File: src/rtl/servo_ctrl_sched.sv
// Servo-loop sequencer for the pan/tilt head: frame-synchronised threshold capture,
// period-aligned PWM for both servos, and one XADC DRP feedback read pair per period.
module servo_ctrl_sched #(
    parameter int         CLK_DIV     = 100,
    parameter int         PERIOD_US   = 20000,
    parameter int         THRES_MIN   = 800,
    parameter int         THRES_MAX   = 2300,
    parameter int         THRES_RST   = 1500,
    parameter logic [6:0] ADDR_A      = 7'h1E,
    parameter logic [6:0] ADDR_B      = 7'h16,
    parameter int         DRP_TIMEOUT = 255
) (
    input  logic        clk,
    input  logic        rst_n,
    input  logic        vsync_in,
    input  logic [14:0] thres_x,
    input  logic [14:0] thres_y,
    input  logic [15:0] drp_do,
    input  logic        drp_drdy,
    output logic        drp_den,
    output logic        drp_dwe,
    output logic [6:0]  drp_daddr,
    output logic [15:0] measured_aux_a,
    output logic [15:0] measured_aux_b,
    output logic        meas_valid,
    output logic        drp_timeout,
    output logic        pwm_x,
    output logic        pwm_y,
    output logic        period_start
);

    localparam int PW = (CLK_DIV > 1) ? $clog2(CLK_DIV) : 1;
    localparam int UW = (PERIOD_US > 1) ? $clog2(PERIOD_US) : 1;
    localparam int TW = $clog2(DRP_TIMEOUT + 1);
    localparam logic [14:0] T_RST = 15'(THRES_RST);

    typedef enum logic [2:0] {
        S_IDLE,
        S_REQ_A,
        S_WAIT_A,
        S_REQ_B,
        S_WAIT_B,
        S_DONE
    } state_t;

    state_t          state;
    state_t          state_nxt;
    logic            timeout_hit;
    logic [TW-1:0]   timer;

    logic            vs_meta;
    logic            vs_sync;
    logic            vs_prev;
    logic            frame_tick;

    logic [PW-1:0]   pre_cnt;
    logic [UW-1:0]   us_cnt;
    logic            tick;
    logic            wrap;

    logic [14:0]     pend_x;
    logic [14:0]     pend_y;
    logic [14:0]     act_x;
    logic [14:0]     act_y;

    function automatic logic [14:0] clamp_thres(input logic [14:0] t);
        logic [14:0] r;
        if (32'(t) < 32'(THRES_MIN))      r = 15'(THRES_MIN);
        else if (32'(t) > 32'(THRES_MAX)) r = 15'(THRES_MAX);
        else                              r = t;
        return r;
    endfunction

    // vsync is asynchronous: two flops to settle it, a third to find the rising edge.
    always_ff @(posedge clk) begin
        if (!rst_n) begin
            vs_meta <= 1'b0;
            vs_sync <= 1'b0;
            vs_prev <= 1'b0;
        end else begin
            vs_meta <= vsync_in;
            vs_sync <= vs_meta;
            vs_prev <= vs_sync;
        end
    end

    assign frame_tick = vs_sync & ~vs_prev;

    assign tick = (pre_cnt == PW'(CLK_DIV - 1));
    assign wrap = tick && (us_cnt == UW'(PERIOD_US - 1));

    // Active thresholds only move at the wrap, so a pulse is never cut or stretched.
    always_ff @(posedge clk) begin
        if (!rst_n) begin
            pre_cnt      <= '0;
            us_cnt       <= '0;
            pend_x       <= T_RST;
            pend_y       <= T_RST;
            act_x        <= T_RST;
            act_y        <= T_RST;
            period_start <= 1'b0;
            pwm_x        <= 1'b0;
            pwm_y        <= 1'b0;
        end else begin
            if (tick) pre_cnt <= '0;
            else      pre_cnt <= pre_cnt + 1'b1;

            if (wrap) begin
                us_cnt <= '0;
                act_x  <= pend_x;
                act_y  <= pend_y;
            end else if (tick) begin
                us_cnt <= us_cnt + 1'b1;
            end

            if (frame_tick) begin
                pend_x <= clamp_thres(thres_x);
                pend_y <= clamp_thres(thres_y);
            end

            period_start <= wrap;
            pwm_x        <= (32'(us_cnt) < 32'(act_x));
            pwm_y        <= (32'(us_cnt) < 32'(act_y));
        end
    end

    always_ff @(posedge clk) begin
        if (!rst_n) state <= S_IDLE;
        else        state <= state_nxt;
    end

    // Data arriving in the expiry cycle wins over the timeout.
    always_comb begin
        state_nxt   = state;
        timeout_hit = 1'b0;
        drp_den     = 1'b0;
        drp_daddr   = 7'h00;
        meas_valid  = 1'b0;
        case (state)
            S_IDLE: begin
                if (period_start) state_nxt = S_REQ_A;
            end
            S_REQ_A: begin
                drp_den   = 1'b1;
                drp_daddr = ADDR_A;
                state_nxt = S_WAIT_A;
            end
            S_WAIT_A: begin
                if (drp_drdy) begin
                    state_nxt = S_REQ_B;
                end else if (timer == TW'(DRP_TIMEOUT - 1)) begin
                    timeout_hit = 1'b1;
                    state_nxt   = S_REQ_B;
                end
            end
            S_REQ_B: begin
                drp_den   = 1'b1;
                drp_daddr = ADDR_B;
                state_nxt = S_WAIT_B;
            end
            S_WAIT_B: begin
                if (drp_drdy) begin
                    state_nxt = S_DONE;
                end else if (timer == TW'(DRP_TIMEOUT - 1)) begin
                    timeout_hit = 1'b1;
                    state_nxt   = S_DONE;
                end
            end
            S_DONE: begin
                meas_valid = 1'b1;
                state_nxt  = S_IDLE;
            end
            default: state_nxt = S_IDLE;
        endcase
    end

    assign drp_dwe = 1'b0;

    always_ff @(posedge clk) begin
        if (!rst_n) begin
            timer          <= '0;
            drp_timeout    <= 1'b0;
            measured_aux_a <= 16'h0000;
            measured_aux_b <= 16'h0000;
        end else begin
            drp_timeout <= timeout_hit;
            if (state == S_REQ_A || state == S_REQ_B) timer <= '0;
            else if (state == S_WAIT_A || state == S_WAIT_B) timer <= timer + 1'b1;

            if (state == S_WAIT_A && drp_drdy) measured_aux_a <= drp_do;
            if (state == S_WAIT_B && drp_drdy) measured_aux_b <= drp_do;
        end
    end

endmodule

File: config.mk
export PLATFORM = sky130hd
export DESIGN_NAME = servo_ctrl_sched
export DESIGN_NICKNAME = d
export VERILOG_FILES = /design/src/rtl/servo_ctrl_sched.sv
export SDC_FILE = /design/constraint.sdc
export NUM_CORES = 1
export LEC_CHECK = 0
export ABC_AREA = 1
export CAP_MARGIN = 20
export CORE_UTILIZATION = 50
export CTS_CLUSTER_SIZE = 40
export DETAILED_ROUTE_END_ITERATION = 6
export PLACE_DENSITY = 0.86
export SYNTH_ARGS = -nofsm -noshare
export SYNTH_HDL_FRONTEND = slang
export SYNTH_SLANG_ARGS = --single-unit
File: constraint.sdc
create_clock -name clk -period 3.4 [get_ports clk]
set_clock_uncertainty 0.2 [all_clocks]
set_input_delay 0.68 -clock clk [delete_from_list [all_inputs] [get_ports clk]]
set_output_delay 0.68 -clock clk [all_outputs]
set_load 0.005 [all_outputs]
==> results of run 1 <==
## routing by layer
layer | vias to the layer above | track usage, % | routed length, um
met3 | 41 | 9.179 | 1202
li1 | 2889 | - | -
met5 | - | 0 | 0
met2 | 200 | 41.69 | 7193
met1 | 2629 | 27.24 | 6155
met4 | 0 | 11.91 | 375
## layout by cell type, fill, tap and decap left out, types with 2 or more instances in the layout
master and instances:
bufinv_16 4, nor3_1 21, or2_2 2, o21ai_0 50, nor3b_1 3, clkbuf_8 2, conb_1 4, nand4_1 7
dfxtp_1 132, inv_2 2, clkinvlp_4 6, nand2_1 202, ha_1 32, nand3_1 41, nand2_2 2, nor2_1 95
a21oi_1 97, buf_4 5, a31oi_1 2, xnor2_1 2, xor2_1 7, nor4_1 3, clkbuf_16 17, clkdlybuf4s50_1 91
inv_1 101, nand3b_1 2
## worst reg2reg max path, cell delays in order, from the launching register on
cell,delay (ns)
dfxtp_1,0.45
ha_1,0.30
nand3_1,0.15
nor2_1,0.23
nand3_4,0.29
nand2_8,0.30
inv_4,0.14
nand2_1,0.09
nand2_1,0.05
## state kept, by name (all words and copies together) (netlist names)
register and count:
act_x 15, act_y 15, drp_timeout 1, measured_aux_a 16, measured_aux_b 16, pend_x 15, pend_y 15, period_start 1
pre_cnt 7, pwm_x 1, pwm_y 1, state 3, timer 8, us_cnt 15, vs_meta 1, vs_prev 1
vs_sync 1
## Yosys cell counts (all sizes together)
| cell | number | area (um^2) |
|---|---|---|
| nand2 | 205 | 790.8 |
| dfxtp | 132 | 2643 |
| inv | 104 | 392.9 |
| a21oi | 97 | 485.5 |
| nor2 | 96 | 376.6 |
| o21ai | 50 | 250.2 |
| nand3 | 42 | 222.7 |
| ha | 32 | 400.4 |
| nor3 | 23 | 131.4 |
| buf | 20 | 136.4 |
| clkbuf | 14 | 52.55 |
| nand4 | 7 | 43.79 |
| xor2 | 7 | 61.31 |
| nor3b | 3 | 22.52 |
| nor4 | 3 | 18.77 |
| a31oi | 2 | 12.51 |
| nand3b | 2 | 15.01 |
| or2 | 2 | 12.51 |
| xnor2 | 2 | 17.52 |
| a211oi | 1 | 7.510 |
| and3 | 1 | 6.260 |
| conb | 1 | 3.750 |
| o21a | 1 | 7.510 |
| o21bai | 1 | 7.510 |
| o31ai | 1 | 7.510 |
## power by group through the flow
stage	Combinational (W)	Sequential, W	Clock, W
6_report	0.000280	0.00162	0.00195
5_1_grt	0.000308	0.00162	0.00204
4_1_cts	0.000279	0.00161	0.00196
3_5_place_dp	0.000273	0.00165	0
3_3_place_gp	0.000270	0.00165	0
2_1_floorplan	0.000137	0.00164	0
## per-stage QoR
stage               total power, W  std cells  hold WS, ns  setup slack, ns  instance area [um^2]
global placement          0.001915       1062       0.1952            1.031                  7101
floorplan                 0.001780        852       0.1905            1.570                  6137
CTS                       0.003854       1094       0.2258           0.7663                  7736
global route              0.003967       1094       0.2393           0.7020                  7736
detailed placement        0.001920       1062       0.2116            1.023                  7101
finish                    0.003844       1094       0.2277           0.7704                  7736
## worst paths after layout
| check | from | end | slack (ns) | cells past startpoint |
|---|---|---|---|---|
| setup / recovery | state[0]$_SDFFE_PN0P_ | drp_den | 0.77 | 3 |
| hold / removal | vs_meta$_SDFF_PN0_ | vs_sync$_SDFF_PN0_ | 0.23 | 2 |
| setup reg to reg | us_cnt[1]$_SDFFE_PP0P_ | act_y[1]$_SDFFE_PN0P_ | 1.09 | 8 |
| hold reg to reg | vs_meta$_SDFF_PN0_ | vs_sync$_SDFF_PN0_ | 0.23 | 2 |
## final cells by class
| type | instances | area, um^2 |
|---|---|---|
| Clock buffer | 20 | 456.7 |
| Clock inverter | 12 | 178.9 |
| Fill cell | 935 | 4225 |
| Inverter | 104 | 392.9 |
| Multi-Input combinational cell | 582 | 2913 |
| Sequential cell | 132 | 2643 |
| Tap cell | 147 | 183.9 |
| Timing Repair Buffer | 97 | 968.4 |
## cells by family (layout without fill, tap and decap cells)
| logic type | Yosys count | count (layout) |
|---|---|---|
| AND/OR/NAND/NOR | 384 | 384 |
| flip-flops | 132 | 132 |
| AO/OA/AOI/OAI | 153 | 153 |
| XOR/XNOR | 9 | 9 |
| other | 1 | 4 |
| adder cells (fa/ha/maj) | 32 | 32 |
| buffers and inverters | 138 | 233 |
==> impl_table.tex, run 1 <==
\begin{tabular}{lr}
\hline
Metric & Value \\
\hline
\multicolumn{2}{l}{\textbf{STA}} \\
\quad Fin Setup TNS & 0 ns \\
\quad Part of the cycle the worst path needs & 77.34\% \\
\quad Relative slew margins & 63.14\% \\
\quad Shortest clock period the worst path allows after layout & 2.630 ns \\
\quad Setup violators final & 0 \\
\quad Final-report max-slew violation count & 0 \\
\quad Maximum clock rate & 380.3 MHz \\
\quad Setup repair after global routing missed its margin & false \\
\quad Final hold violation count & 0 \\
\quad Least-Margin Pin Slew & 0.5516 ns \\
\multicolumn{2}{l}{\textbf{CTS}} \\
\quad Quantity of hold-fixing buffers added after cts & 0 \\
\quad Number of levels the H-tree was split into & 4 \\
\quad TritonCTS Sinks & 132 \\
\quad Post-CTS repair timing setup buffer count & 0 \\
\quad Clock latency on the worst-skew pair & 0.42 ns \\
\quad TritonCTS clock tree & yes \\
\quad Maximum clock insertion buffer count & 2 \\
\quad Clock root buffer & clkbuf\_16 \\
\quad Clock input transition at the sequential cells of the worst setup and hold paths & 0.06 ns \\
\quad Number of CTS-inserted buffers & 17 \\
\quad Number of resized instances in the post-cts repair step & 0 \\
\multicolumn{2}{l}{\textbf{Yosys}} \\
\quad Cell count after synthesis & 849 \\
\quad Syn Std Cell Area & 6126 um\^{}2 \\
\quad Synth Register Bits & 132 \\
\quad Main combinational cell family by area after synthesis & simple AND/OR/NAND/NOR gates \\
\quad Simple-gate portion of the synthesized area & 26.78\% \\
\quad Post-synthesis cell type count & 36 \\
\quad Sequential element share of the synthesized area & 43.14\% \\
\quad Post-synthesis adder-cell area fraction & 6.536\% \\
\quad Share of synthesized area spent on multiplexers & 0\% \\
\quad Synthesized area divided by synthesized cell count & 7.215 um\^{}2 \\
\quad Share of the synthesized area in compound gates (AO/OA/AOI/OAI) & 12.70\% \\
\quad XOR/XNOR Fraction of Synth Area & 1.287\% \\
\quad Yosys warns & 0 \\
\multicolumn{2}{l}{\textbf{Floorplan}} \\
\quad Rows & 40 \\
\quad Initial cell density of the core & 51.21\% \\
\quad Die boundary height & 112.7 um \\
\quad Die outline area & 12700 um\^{}2 \\
\quad I/O pin total & 96 \\
\quad Core Box Area & 11960 um\^{}2 \\
\quad Die Wd & 112.7 um \\
\multicolumn{2}{l}{\textbf{Global routing}} \\
\quad Antenna violations before repair & 0 \\
\quad Residual overflow from global routing & 0 \\
\quad Wire length of the first global-routing pass & 24720 um \\
\quad Vias in the first global route & 5477 \\
\quad Largest net degree at the start of global routing & 43 \\
\quad Total GRT Usage & 24.62\% \\
\multicolumn{2}{l}{\textbf{Pwr}} \\
\quad Switching power & 0.0008572 W \\
\quad Part of the power in the clock network & 50.7\% \\
\quad Switching share of total power & 22.30\% \\
\quad Reg power frac & 42.0\% \\
\quad Power Internal & 0.002987 W \\
\quad Largest vdd supply drop & 0.4152 mV \\
\quad Total leakage power & 3.172 nW \\
\quad Power density over cell area & 496.9 nW/um\^{}2 \\
\quad Power share of the combinational group & 7.3\% \\
\multicolumn{2}{l}{\textbf{Drt}} \\
\quad Final antenna-violating net count & 0 \\
\quad First-pass DRT Iterations & 5 \\
\quad \# DRC & 0 \\
\quad Via count & 5759 \\
\quad Total wirelength of the detailed-routed design & 14930 um \\
\quad Drt wl/cell & 13.64 um \\
\quad Number of DRC markers in iteration 0 & 314 \\
\quad Vias per cell & 5.264 \\
\multicolumn{2}{l}{\textbf{Job}} \\
\quad Maximum capacitance violations & 0 \\
\multicolumn{2}{l}{\textbf{Setup path}} \\
\quad Crit path capture type & output pin \\
\quad Signal arrival time at the worst endpoint & 1.75 ns \\
\quad CP bufs+invs & 2 \\
\quad Required time at the endpoint of the critical path & 2.52 ns \\
\quad Peak fanout along the critical path & 5 \\
\quad Max stage delay on crit path & 0.57 ns \\
\quad Crit path max-delay cell type & clkdlybuf4s50\_1 \\
\quad Critical path startpoint category & flip-flop \\
\quad Top delay family on crit path & buffers and inverters \\
\quad Cell breakdown of the critical path & inv\_1 > nor2\_1 > clkdlybuf4s50\_1 \\
\quad Critical path start-end classification & flip-flop to output pin \\
\multicolumn{2}{l}{\textbf{Final layout}} \\
\quad Number of nets in the finished design & 1016 \\
\quad Share of cells above drive strength 1 & 5.174\% \\
\quad Growth of design area from synthesis to finish & 26.29\% \\
\quad Antenna Diode Count & 0 \\
\quad Post-Route Utilization & 64.68\% \\
\multicolumn{2}{l}{\textbf{Placed design}} \\
\quad Post-detail-place hpwl & 9975 um \\
\quad Routability Congestion & 0.8724 \\
\quad PortBufs & 91 \\
\multicolumn{2}{l}{\textbf{Run status}} \\
\quad Status & completed \\
\multicolumn{2}{l}{\textbf{Hold path}} \\
\quad Hold crit path type & flip-flop to flip-flop \\
\hline
\end{tabular}
Power figures use the tool's default switching activity.
==> run 2: changes to the inputs <==
Settings changed: CORE_UTILIZATION 50 to 49, PLACE_DENSITY 0.86 to 0.88.
Clock period 3.4 ns to 2.1 ns, I/O delays scaled along.
==> run 2 against run 1 <==
Flip-flop and latch count did not move. Final cell count increased by 4.0%. Worst setup slack worse by 0.72 ns. Die area grew 2.0%. Highest routed layer unchanged. Critical endpoint is now drp_daddr[1].
==> impl_table.tex, run 2 (synthesis results as in run 1) <==
\begin{tabular}{lr}
\hline
Metric & Value \\
\hline
\multicolumn{2}{l}{\textbf{Drt}} \\
\quad Number of DRC markers in iteration 0 & 340 (+8.3\%) \\
\quad Total wirelength of the detailed-routed design & 15720 um (+5.3\%) \\
\quad \# DRC & 0 (unchanged) \\
\quad Via count & 5875 (+2.0\%) \\
\quad Vias per cell & 5.163 (-1.9\%) \\
\quad Final antenna-violating net count & 0 (unchanged) \\
\quad Drt wl/cell & 13.81 um (+1.3\%) \\
\quad First-pass DRT Iterations & 5 (unchanged) \\
\multicolumn{2}{l}{\textbf{Final layout}} \\
\quad Number of nets in the finished design & 1039 (+2.3\%) \\
\quad Antenna Diode Count & 0 (unchanged) \\
\quad Biggest registers after layout & measured\_aux\_a x16, measured\_aux\_b x16 \\
\quad Growth of design area from synthesis to finish & 30.00\% \\
\quad Most common cell after layout, fill and taps aside & nand2\_1 \\
\quad Top library cells by usage in the layout, fill and taps aside & nand2\_1 (202), dfxtp\_1 (130), inv\_1 (100), a21oi\_1 (97), nor2\_1 (94) \\
\quad Post-Route Utilization & 65.75\% (+1.1 points) \\
\quad Share of cells above drive strength 1 & 7.835\% (+2.7 points) \\
\quad Final Cell Area & 7964 um\^{}2 (+2.9\%) \\
\quad Post-route non-filler standard cell count & 1138 (+4.0\%) \\
\multicolumn{2}{l}{\textbf{CTS}} \\
\quad Quantity of hold-fixing buffers added after cts & 0 (unchanged) \\
\quad Number of levels the H-tree was split into & 4 (unchanged) \\
\quad Clock input transition at the sequential cells of the worst setup and hold paths & 0.06 ns (about the same) \\
\quad TritonCTS clock tree & yes \\
\quad Clock root buffer & clkbuf\_16 \\
\quad Number of CTS-inserted buffers & 17 (unchanged) \\
\quad TritonCTS Sinks & 132 (unchanged) \\
\quad Maximum clock insertion buffer count & 2 (unchanged) \\
\quad Clock latency on the worst-skew pair & 0.42 ns (about the same) \\
\multicolumn{2}{l}{\textbf{Floorplan}} \\
\quad Die boundary height & 113.8 um (+1.0\%) \\
\quad Die Wd & 113.8 um (+1.0\%) \\
\quad Core Box Area & 12110 um\^{}2 (+1.3\%) \\
\quad Rows & 40 (unchanged) \\
\quad I/O pin total & 96 (unchanged) \\
\quad Die outline area & 12950 um\^{}2 (+2.0\%) \\
\quad Initial cell density of the core & 50.58\% (-0.63 points) \\
\multicolumn{2}{l}{\textbf{Setup path}} \\
\quad CP bufs+invs & 4 (+2) \\
\quad Max stage delay on crit path & 0.36 ns (-0.21 ns) \\
\quad Critical path start-end classification & flip-flop to output pin \\
\quad Most frequent cell on the critical path & buf\_4 \\
\quad Peak fanout along the critical path & 5 (unchanged) \\
\quad Crit path max-delay cell type & dfxtp\_4 \\
\quad Top delay family on crit path & buffers and inverters \\
\quad Crit path capture type & output pin \\
\quad Cell breakdown of the critical path & inv\_2 > nor2\_4 > buf\_4 > buf\_4 > dlygate4sd2\_1 \\
\quad Required time at the endpoint of the critical path & 1.48 ns (-1.04 ns) \\
\quad Critical path startpoint category & flip-flop \\
\quad Signal arrival time at the worst endpoint & 1.43 ns (-0.32 ns) \\
\multicolumn{2}{l}{\textbf{Global routing}} \\
\quad Total GRT Usage & 24.94\% (+0.32 points) \\
\quad Antenna violations before repair & 0 (unchanged) \\
\quad Wire length of the first global-routing pass & 25900 um (+4.8\%) \\
\quad Largest net degree at the start of global routing & 45 (+4.7\%) \\
\quad Vias in the first global route & 5795 (+5.8\%) \\
\quad Residual overflow from global routing & 0 (unchanged) \\
\multicolumn{2}{l}{\textbf{STA}} \\
\quad Part of the cycle the worst path needs & 97.65\% \\
\quad Final-report max-slew violation count & 0 (unchanged) \\
\quad Setup violators final & 0 (unchanged) \\
\quad Final hold violation count & 0 (unchanged) \\
\quad Shortest clock period the worst path allows after layout & 2.051 ns \\
\quad Maximum clock rate & 487.7 MHz \\
\multicolumn{2}{l}{\textbf{Placed design}} \\
\quad PortBufs & 91 (unchanged) \\
\quad Post-detail-place hpwl & 10470 um (+4.9\%) \\
\quad DP Area & 7279 um\^{}2 (+2.5\%) \\
\quad Routability Congestion & 0.9426 (+8.0\%) \\
\quad Instance count after placement with tap cells included & 1100 (+3.6\%) \\
\multicolumn{2}{l}{\textbf{Job}} \\
\quad Maximum capacitance violations & 0 (unchanged) \\
\multicolumn{2}{l}{\textbf{Pwr}} \\
\quad Power density over cell area & 768.2 nW/um\^{}2 (+55\%) \\
\quad Total leakage power & 3.328 nW (+4.9\%) \\
\quad Power share of the combinational group & 7.8\% (+0.5 points) \\
\quad Part of the power in the clock network & 49.4\% (-1.3 points) \\
\quad Switching power & 0.001434 W (+67\%) \\
\quad Reg power frac & 42.8\% (+0.8 points) \\
\quad Switching share of total power & 23.44\% (+1.1 points) \\
\quad Total power consumption of the routed design & 0.006118 W (+59\%) \\
\quad Largest vdd supply drop & 0.5977 mV (+44\%) \\
\quad Power Internal & 0.004684 W (+57\%) \\
\multicolumn{2}{l}{\textbf{Hold path}} \\
\quad Hold crit path type & flip-flop to flip-flop \\
\multicolumn{2}{l}{\textbf{Run status}} \\
\quad Status & completed \\
\hline
\end{tabular}
[run 2: changes by cell type in the layout (fill, tap and decap cells not counted), moves of 3 or more]
cell	change
buf_12	+3
clkdlybuf4s50_1	-6
clkinvlp_4	-4
clkinv_4	+5
buf_4	+19
dlygate4sd2_1	+6
[run 2: final timing paths]
check,from,endpoint,slack [ns],cells past startpoint
max reg2reg,pre_cnt[0]$_SDFF_PP0_,act_x[10]$_SDFFE_PN1P_,0.15,8
min,vs_meta$_SDFF_PN0_,vs_sync$_SDFF_PN0_,0.22,2
max,state[0]$_SDFFE_PN0P_,drp_daddr[1],0.05,5
min reg2reg,vs_meta$_SDFF_PN0_,vs_sync$_SDFF_PN0_,0.22,2
[run 2: metal layers]
metal / track usage (%) / routed length [um] / vias up
li1: - / - / 2942
met1: 28.96 / 6458 / 2635
met2: 41.79 / 7472 / 252
met3: 7.970 / 1360 / 46
met4: 11.86 / 431 / 0
met5: 0 / 0 / -
[run 2: area by class of cell]
| class | count | area, um^2 |
|---|---|---|
| fill | 974 | 4148 |
| multi-input combinational | 583 | 2938 |
| sequential | 132 | 2650 |
| timing repair buffer | 119 | 1164 |
| clock buffer | 18 | 429.2 |
| inverter | 104 | 392.9 |
| tap | 168 | 210.2 |
| clock inverter | 14 | 180.2 |
[run 2: timing repair]
item | CTS | global route
pin swaps | 1 | 2
endpoints found under the setup margin | 12 | 20
setup buffers | 3 | 2
gates cloned | 0 | 1
endpoints found under the hold margin | 0 | 0
resized for setup | 14 | 0
[run 2: stage by stage]
step / setup TNS (ns) / setup slack, ns / hold WS (ns)
detailed placement: 0 / 0.001443 / 0.2017
global route: -0.002021 / -0.002021 / 0.2414
CTS: 0 / 0.04478 / 0.2242
global placement: 0 / 0.02967 / 0.1949
floorplan: 0 / 0.3173 / 0.1905
finish: 0 / 0.04939 / 0.2197
[run 2: tightest hold or removal path: stages (launching register included)]
cell and delay (ns):
dfxtp_1 0.30, nand2_1 0.05, inv_1 0.04
[run 2: power by group through the flow]
stage          Sequential [W]  Clock, W  Combinational (W)
2_1_floorplan         0.00266         0           0.000221
3_3_place_gp          0.00266         0           0.000449
3_5_place_dp          0.00267         0           0.000459
4_1_cts               0.00262   0.00305           0.000474
5_1_grt               0.00262   0.00317           0.000521
6_report              0.00262   0.00302           0.000479
